[src/rtl/scene_pkg.sv]
// Shared definitions for the pokemon choose scene: controller state encoding and grid geometry.
// The scene renderer uses the same tile constants.
package scene_pkg;

  typedef enum logic [1:0] {
    IDLE,
    BROWSE,
    CONFIRM_WAIT,
    HOLD
  } scene_state_t;

  localparam int unsigned GRID_COLS  = 4;
  localparam int unsigned GRID_ROWS  = 2;
  localparam int unsigned TILE_H0    = 40;
  localparam int unsigned TILE_V0    = 80;
  localparam int unsigned TILE_PITCH = 160;
  localparam int unsigned TILE_LEN   = 120;

endpackage

[src/rtl/frame_blink_timer.sv]
// Counts frame ticks modulo (last+1) and strobes on the tick that reaches the terminal count.
// A clear restarts the count from zero and suppresses the strobe on that cycle.
module frame_blink_timer (
  input  logic       clk,
  input  logic       rst,
  input  logic       clear,
  input  logic       tick,
  input  logic [7:0] last,
  output logic       strobe
);

  logic [7:0] count;

  assign strobe = tick & ~clear & (count == last);

  always_ff @(posedge clk) begin
    if (rst || clear) begin
      count <= '0;
    end else if (tick) begin
      count <= (count == last) ? '0 : count + 8'd1;
    end
  end

endmodule

[src/rtl/poke_select_ctrl.sv]
// Button-driven cursor over the 2x4 pokemon grid with confirm/cancel, producing the confirmed
// pokemon_id, the cursor-frame position and a blink strobe for the frame overlay.
module poke_select_ctrl
  import scene_pkg::*;
#(
  parameter int unsigned BLINK_FRAMES   = 15,
  parameter int unsigned CONFIRM_FRAMES = 30,
  parameter int unsigned ID_W           = 8,
  parameter int unsigned CNT_W          = 10
) (
  input  logic             clk,
  input  logic             rst,
  input  logic             enable,
  input  logic             frame_tick,
  input  logic             btn_left,
  input  logic             btn_right,
  input  logic             btn_up,
  input  logic             btn_down,
  input  logic             btn_confirm,
  input  logic             btn_cancel,
  output logic [ID_W-1:0]  cursor_id,
  output logic [ID_W-1:0]  pokemon_id,
  output logic [CNT_W-1:0] frame_h_start,
  output logic [CNT_W-1:0] frame_v_start,
  output logic             blink_on,
  output logic             choose_done,
  output logic             busy
);

  scene_state_t state;
  logic [1:0]   col;
  logic         row;

  logic       act_confirm;
  logic       mv_left;
  logic       mv_right;
  logic       mv_vert;
  logic       any_move;
  logic       timer_clear;
  logic       timer_strobe;
  logic [7:0] timer_last;

  // One action per cycle: cancel > confirm > left > right > up/down (up and down both toggle row).
  always_comb begin
    act_confirm = btn_confirm & ~btn_cancel;
    mv_left     = btn_left & ~btn_cancel & ~btn_confirm;
    mv_right    = btn_right & ~btn_cancel & ~btn_confirm & ~btn_left;
    mv_vert     = (btn_up | btn_down) & ~btn_cancel & ~btn_confirm & ~btn_left & ~btn_right;
    any_move    = mv_left | mv_right | mv_vert;
    timer_last  = (state == CONFIRM_WAIT) ? 8'(CONFIRM_FRAMES - 1) : 8'(BLINK_FRAMES - 1);
    timer_clear = ~enable;
    case (state)
      BROWSE:       if (act_confirm || any_move) timer_clear = 1'b1;
      CONFIRM_WAIT: if (btn_cancel) timer_clear = 1'b1;
      default:      timer_clear = 1'b1;
    endcase
  end

  frame_blink_timer u_timer (
    .clk    (clk),
    .rst    (rst),
    .clear  (timer_clear),
    .tick   (frame_tick),
    .last   (timer_last),
    .strobe (timer_strobe)
  );

  assign cursor_id     = ID_W'({row, col}) + ID_W'(1);
  assign frame_h_start = CNT_W'(TILE_H0) + CNT_W'(TILE_PITCH) * CNT_W'(col);
  assign frame_v_start = CNT_W'(TILE_V0) + CNT_W'(TILE_PITCH) * CNT_W'(row);

  always_ff @(posedge clk) begin
    if (rst) begin
      state       <= IDLE;
      col         <= '0;
      row         <= '0;
      pokemon_id  <= '0;
      blink_on    <= 1'b0;
      choose_done <= 1'b0;
      busy        <= 1'b0;
    end else begin
      choose_done <= 1'b0;
      if (!enable) begin
        state    <= IDLE;
        blink_on <= 1'b0;
        busy     <= 1'b0;
      end else begin
        case (state)
          IDLE: begin
            state      <= BROWSE;
            blink_on   <= 1'b1;
            pokemon_id <= '0;
          end
          BROWSE: begin
            if (act_confirm) begin
              pokemon_id <= cursor_id;
              state      <= CONFIRM_WAIT;
              busy       <= 1'b1;
            end else if (any_move) begin
              blink_on <= 1'b1;
              if (mv_left)  col <= (col == '0) ? 2'(GRID_COLS - 1) : col - 2'd1;
              if (mv_right) col <= (col == 2'(GRID_COLS - 1)) ? '0 : col + 2'd1;
              if (mv_vert)  row <= (row == 1'(GRID_ROWS - 1)) ? '0 : row + 1'b1;
            end else if (timer_strobe) begin
              blink_on <= ~blink_on;
            end
          end
          CONFIRM_WAIT: begin
            if (btn_cancel) begin
              pokemon_id <= '0;
              state      <= BROWSE;
              blink_on   <= 1'b1;
              busy       <= 1'b0;
            end else if (timer_strobe) begin
              choose_done <= 1'b1;
              blink_on    <= 1'b1;
              state       <= HOLD;
              busy        <= 1'b0;
            end else if (frame_tick) begin
              blink_on <= ~blink_on;
            end
          end
          HOLD: begin
            if (btn_cancel) begin
              pokemon_id <= '0;
              state      <= BROWSE;
              blink_on   <= 1'b1;
            end
          end
          default: state <= IDLE;
        endcase
      end
    end
  end

endmodule
[config.mk]
export PLATFORM = sky130hd
export DESIGN_NAME = poke_select_ctrl
export DESIGN_NICKNAME = d
export VERILOG_FILES = /design/src/rtl/scene_pkg.sv /design/src/rtl/frame_blink_timer.sv /design/src/rtl/poke_select_ctrl.sv
export SDC_FILE = /design/constraint.sdc
export NUM_CORES = 1
export LEC_CHECK = 0
export CAP_MARGIN = 10
export CORE_ASPECT_RATIO = 1.4
export CORE_MARGIN = 8
export CORE_UTILIZATION = 40
export DETAILED_ROUTE_END_ITERATION = 6
export MAX_ROUTING_LAYER = met4
export PLACE_DENSITY = 0.77
export SYNTH_ARGS = -nofsm -noshare
export SYNTH_HDL_FRONTEND = slang
export SYNTH_SLANG_ARGS = --single-unit
[constraint.sdc]
create_clock -name clk -period 5 [get_ports clk]
set_input_delay 1.25 -clock clk [delete_from_list [all_inputs] [get_ports clk]]
set_output_delay 1.25 -clock clk [all_outputs]
set_load 0.03 [all_outputs]
======== Word-level counts from Yosys, hierarchy flattened ========
Cells that the tools add are included.
storage, ports and cells
  flip-flop bits (word level) ............. 24
operators by class
  reduce and logical (&&, ||, !) cells .... 15
  bitwise gates (word level) .............. 24
  equality and inequality tests ........... 12
  multipliers ............................. 2
  add/sub/neg operators ................... 7
  mux-type cells .......................... 31
operator list
  cell                   count
  $mux 8                 3
  $pmux 8 s3             1
  $mux 2                 8
  $mux 1                 14
  $and 1x1->1            12
  $add 6x10->10 const A  1
  $add 7x9->10 const A   1
  $reduce_and 5->1       2
  $not 1->1              9
  $reduce_and 3->1       3
  $add 8x1->8 const B    1
  $eq 8x5->1             1
  $pmux 2 s4             1
  $eq 2x2->1 const B     3
  $ne 2x2->1 const B     3
  $ne 3x3->1 const B     2
  $mul 3x2->5 const A    1
  $mux 5                 1
  $add 3x1->4 const B    1
  $logic_not 2->1        2
  $mul 3x1->4 const A    1
  $ne 4x4->1 const B     1
  $pmux 1 s2             2
  $pmux 1 s4             1
  11 further kinds       16

======== Depth between registers and ports, before layout ========
  depth after elaboration ................. 16
  mapped depth ............................ 8

======== Cells and area by module ========
A second synthesis with hierarchy kept.
unflattened totals
  cells, all modules ...................... 172
  area total of the unflattened synthesis .. 1437.6 um^2
modules (own cells, without submodules)
  module             sequential area each (um^2)  area each (um^2)  times used  cells an instance
  poke_select_ctrl   240.2                        1002.2            1           123
  frame_blink_timer  160.2                        435.4             1           49

======== Worst setup path after synthesis ========
No wires, ideal clock.
  kind .................................... reg2out
  start point ............................. register col[0]
  end point ............................... output frame_h_start[6]
  stages on the path, launching flop included .. 4
  required time ........................... 3.750 ns
  path slack .............................. 2.397 ns
  data arrival time ....................... 1.353 ns
  path buffers ............................ 1
  cell sequence ........................... dfxtp_1 -> inv_1 -> ha_1 -> buf_4
between the ends
  longest elaborated chain between the ends .. 2
ends and longest elaborated chain
  item                    line                     source
  start, declared         poke_select_ctrl.sv:31   logic [1:0] col;
  start signal, assigned  poke_select_ctrl.sv:101  if (mv_left) col <= (col == '0) ? 2'(GRID_COLS - 1) : col - 2'd1;
  start signal, assigned  poke_select_ctrl.sv:102  if (mv_right) col <= (col == 2'(GRID_COLS - 1)) ? '0 : col + 2'd1;
  $mul 3x2->5             poke_select_ctrl.sv:69   assign frame_h_start = CNT_W'(TILE_H0) + CNT_W'(TILE_PITCH) * CNT_W'(col);
  $add 6x10->10           poke_select_ctrl.sv:69
  end, declared           poke_select_ctrl.sv:23   output logic [CNT_W-1:0] frame_h_start,
No other way between the ends.

======== Worst setup path in the final report ========
Ends and elaborated chain as after synthesis.

==> summary.md <==
| Metric | Value |
|---|---|
| Status | completed |
| Hold Worst Slack | 0.4521 ns |
| Portion of the post-synthesis area used by sequential elements | 0.2726 |
| Number of enable flip-flop cells after synthesis | 0 |
| Antenna diode count | 0 |
| Sum of routed wire length over all layers | 3.029 mm |
| Site Rows | 26 |
| CORE AREA | 0.003578 mm² |
| Critical Path Start Type | register |
| Global Route Usage Sum | 0.1070 |
| Maximum number of pins on one net before global-route repair | 15 |
| Hold Startpoint | pokemon_id[2] |
| Most frequently used flop master after synthesis | sky130_fd_sc_hd__dfxtp_1 |
| CTS buffer count | 3 |
| Number of cells traversed by the worst register-to-register path | 7 |
| Post-CTS Hold Fix Bufs | 0 |
| PostCTS Resize Cnt | 0 |
| Hold Path Depth | 2 |
| RSZ-0062 raised after global routing | false |
| Synth-to-Final Area Change | 15.25% |
| Start of the worst register-to-register path | state[0] |
| Achievable clock frequency | 316.2 MHz |
| Maximum number of buffers from clock root to sink | 2 |
| Number of buffers inserted to repair setup after CTS | 0 |
| Mean Syn Cell Area | 8.394 µm² |
| Post-route non-filler standard cell count | 238 |
| Required time of the critical path | 3.75 ns |
| Async SR Flop Fraction | 0 |
| Number of global-route vias before repair | 1203 |
| Antenna violations before repair | 0 |
| Number of register bits inferred by synthesis | 20 |
| Critical path, cell by cell | inv_1, ha_1, clkdlybuf4s50_1 |
| Post-detailed-route wirelength per cell | 12.73 µm |
| Min-Delay Endpoint | pokemon_id[2] |
| Yosys warning total | 0 |
| Clock-pin slew reported for the worst setup and hold paths after clock tree synthesis | 0.08 ns |
| Max-capacitance violation count | 0 |
| Root buffer cell | sky130_fd_sc_hd__clkbuf_8 |
| Drt via density | 4.954 |
| Number of clock sinks | 20 |
| Fraction of final layout cells with drive strength greater than 1 | 0.08673 |
| Setup slack on the worst flop-to-flop path | 2.93 ns |
| CP max FO | 6 |
| DR vias | 1179 |
| Number of search-and-repair iterations in the first detailed-routing pass | 4 |
| Gp weighted congestion | 0.9511 |
| Cells taking the most area after synthesis | sky130_fd_sc_hd__dfxtp_1 (27%), sky130_fd_sc_hd__buf_4 (14%), sky130_fd_sc_hd__ha_1 (7.7%) |
| Count of input and output buffers | 27 |
| Number of DRC violations after detailed-routing iteration 0 | 17 |
| Number of pins with negative max-slew slack in the final report | 0 |
| Critical path type | register to output port |
| Arrival time at the worst endpoint | 1.91 ns |
| I/O pins | 49 |
| Critical register-to-register path endpoint | state[1] |
| Worst IR drop on VDD | 0.0001219 V |
| DRC violation count after routing | 0 |
| Fraction of synthesized cell area taken by the top area cell type | 0.2726 |
| Crit share post-route | 0.6325 |
| Cell count after placement | 234 |
| Count of endpoints failing hold in the final timing report | 0 |
| HPWL reported at the end of detailed placement | 2.428 mm |
| Starting utilization of the core area | 0.4105 |
| Cell area after technology mapping | 0.001469 mm² |
| Cell taking the most area after synthesis | sky130_fd_sc_hd__dfxtp_1 |
| Wire length of the first global-routing pass | 4.954 mm |
| Post-synthesis instance total | 175 |
| Die boundary width | 67.22 µm |
| Aggregate negative setup slack | 0 ns |
| Cell variety after synth | 43 |
| Endpoint class of the critical path | output port |
| Number of nets still failing antenna checks after routing | 0 |
| Number of H-tree levels | 1 |
| Clk_lat worst skew | 0.26 ns |
| Final setup viols | 0 |
| Overall die area | 0.005895 mm² |
| Final design utilization | 0.4731 |
| Leakage power total | 0.0006429 µW |
| Post-route minimum period | 3.162 ns |
| Clock tree from TritonCTS | done |
| Worst-case clock skew | 0.002463 ns |
| Cell at the slowest stage of the critical path | sky130_fd_sc_hd__clkdlybuf4s50_1 |
| Remaining Overflow, GRT | 0 |
| Post-layout total power | 354.8 µW |
| Delay of the slowest cell on the worst path | 0.70 ns |
| Hold Path Class | register to register |
| Nets@finish | 216 |
| Die Ht | 87.70 µm |
| PwrDens | 209.6 mW/mm² |
-- per-stage QoR --
| step | area, µm² | worst slack, ns |
|---|---|---|
| 6_report | 1693 | 1.838 |
| 5_1_grt | 1693 | 1.737 |
| 4_1_cts | 1693 | 1.808 |
| 3_5_place_dp | 1638 | 1.906 |
| 3_3_place_gp | 1638 | 1.936 |
| 2_1_floorplan | 1540 | 2.397 |
-- critical path: cells and delay by family, from the launching register on --
| kind | cells | cell delay [ns] |
|---|---|---|
| flip-flops | 1 | 0.42 |
| adder cells (fa/ha/maj) | 1 | 0.39 |
| buffers and inverters | 2 | 0.83 |
-- worst max path at each step --
stage | startpoint | end | slack (ns) | cells past startpoint
3_3_place_gp | btn_cancel | blink_on | 1.94 | 6
4_1_cts | col[0] | frame_h_start[6] | 1.81 | 3
6_report | col[0] | frame_h_start[6] | 1.84 | 3
5_1_grt | col[0] | cursor_id[1] | 1.74 | 3
2_1_floorplan | col[0] | frame_h_start[6] | 2.40 | 3
3_5_place_dp | btn_cancel | blink_on | 1.91 | 6
-- metal layers --
layer	up-vias	track usage	wire (µm)
li1	594	-	-
met5	-	-	0
met4	0	0.05725	79
met3	7	0.01280	118
met2	39	0.1894	1534
met1	539	0.1109	1297
-- logic make-up (layout without fill, tap and decap cells) --
group / after synthesis / in the layout / synth area share
buffers and inverters: 37 / 39 / 0.1738
flip-flops: 20 / 20 / 0.2726
XOR/XNOR: 10 / 10 / 0.05962
other: 2 / 21 / 0.005113
multiplexers: 1 / 1 / 0.007666
adder cells (fa/ha/maj): 9 / 9 / 0.07666
AND/OR/NAND/NOR: 72 / 72 / 0.2845
AO/OA/AOI/OAI: 24 / 24 / 0.1201
-- synthesized netlist by cell type (2+ instances only) --
cell,instances
sky130_fd_sc_hd__and2b_2,2
sky130_fd_sc_hd__buf_4,27
sky130_fd_sc_hd__nor3_1,5
sky130_fd_sc_hd__buf_6,2
sky130_fd_sc_hd__nand2_1,10
sky130_fd_sc_hd__nand2b_1,5
sky130_fd_sc_hd__a21oi_1,9
sky130_fd_sc_hd__o211ai_1,3
sky130_fd_sc_hd__xor2_1,6
sky130_fd_sc_hd__dfxtp_1,20
sky130_fd_sc_hd__xnor2_1,4
sky130_fd_sc_hd__ha_1,9
sky130_fd_sc_hd__o21ai_0,2
sky130_fd_sc_hd__nand3_1,10
sky130_fd_sc_hd__a31oi_1,2
sky130_fd_sc_hd__nor2_1,21
sky130_fd_sc_hd__inv_1,8
sky130_fd_sc_hd__nor4b_4,2
sky130_fd_sc_hd__conb_1,2
sky130_fd_sc_hd__and3_1,3
-- power breakdown --
| part | internal (µW) | switching [µW] |
|---|---|---|
| clock network | 70.2 | 56.8 |
| registers | 161 | 2.06 |
| logic | 19.3 | 45.3 |
-- registers in the layout, summed over array words and instances (netlist names) --
signal         flops
u_timer.count      8
pokemon_id         4
col                2
state              2
blink_on           1
busy               1
choose_done        1
row                1
-- area by class of cell --
type	count	area, µm²
sequential	20	400.4
clock buffer	4	55.05
timing repair buffer	27	270.3
multi-input combinational	137	884.6
tap	42	52.55
inverter	8	30.03
fill	353	1886
-- cell usage in the layout, fill, tap and decap left out, types with 3 or more instances in the layout --
master	n
sky130_fd_sc_hd__a21oi_1	9
sky130_fd_sc_hd__and3_1	3
sky130_fd_sc_hd__clkbuf_8	4
sky130_fd_sc_hd__clkdlybuf4s50_1	27
sky130_fd_sc_hd__conb_1	21
sky130_fd_sc_hd__dfxtp_1	20
sky130_fd_sc_hd__ha_1	9
sky130_fd_sc_hd__inv_1	8
sky130_fd_sc_hd__nand2_1	10
sky130_fd_sc_hd__nand2b_1	5
sky130_fd_sc_hd__nand3_1	10
sky130_fd_sc_hd__nor2_1	21
sky130_fd_sc_hd__nor3_1	5
sky130_fd_sc_hd__o211ai_1	3
sky130_fd_sc_hd__xnor2_1	4
sky130_fd_sc_hd__xor2_1	6
No activity file was read; power rests on OpenSTA's default activity.
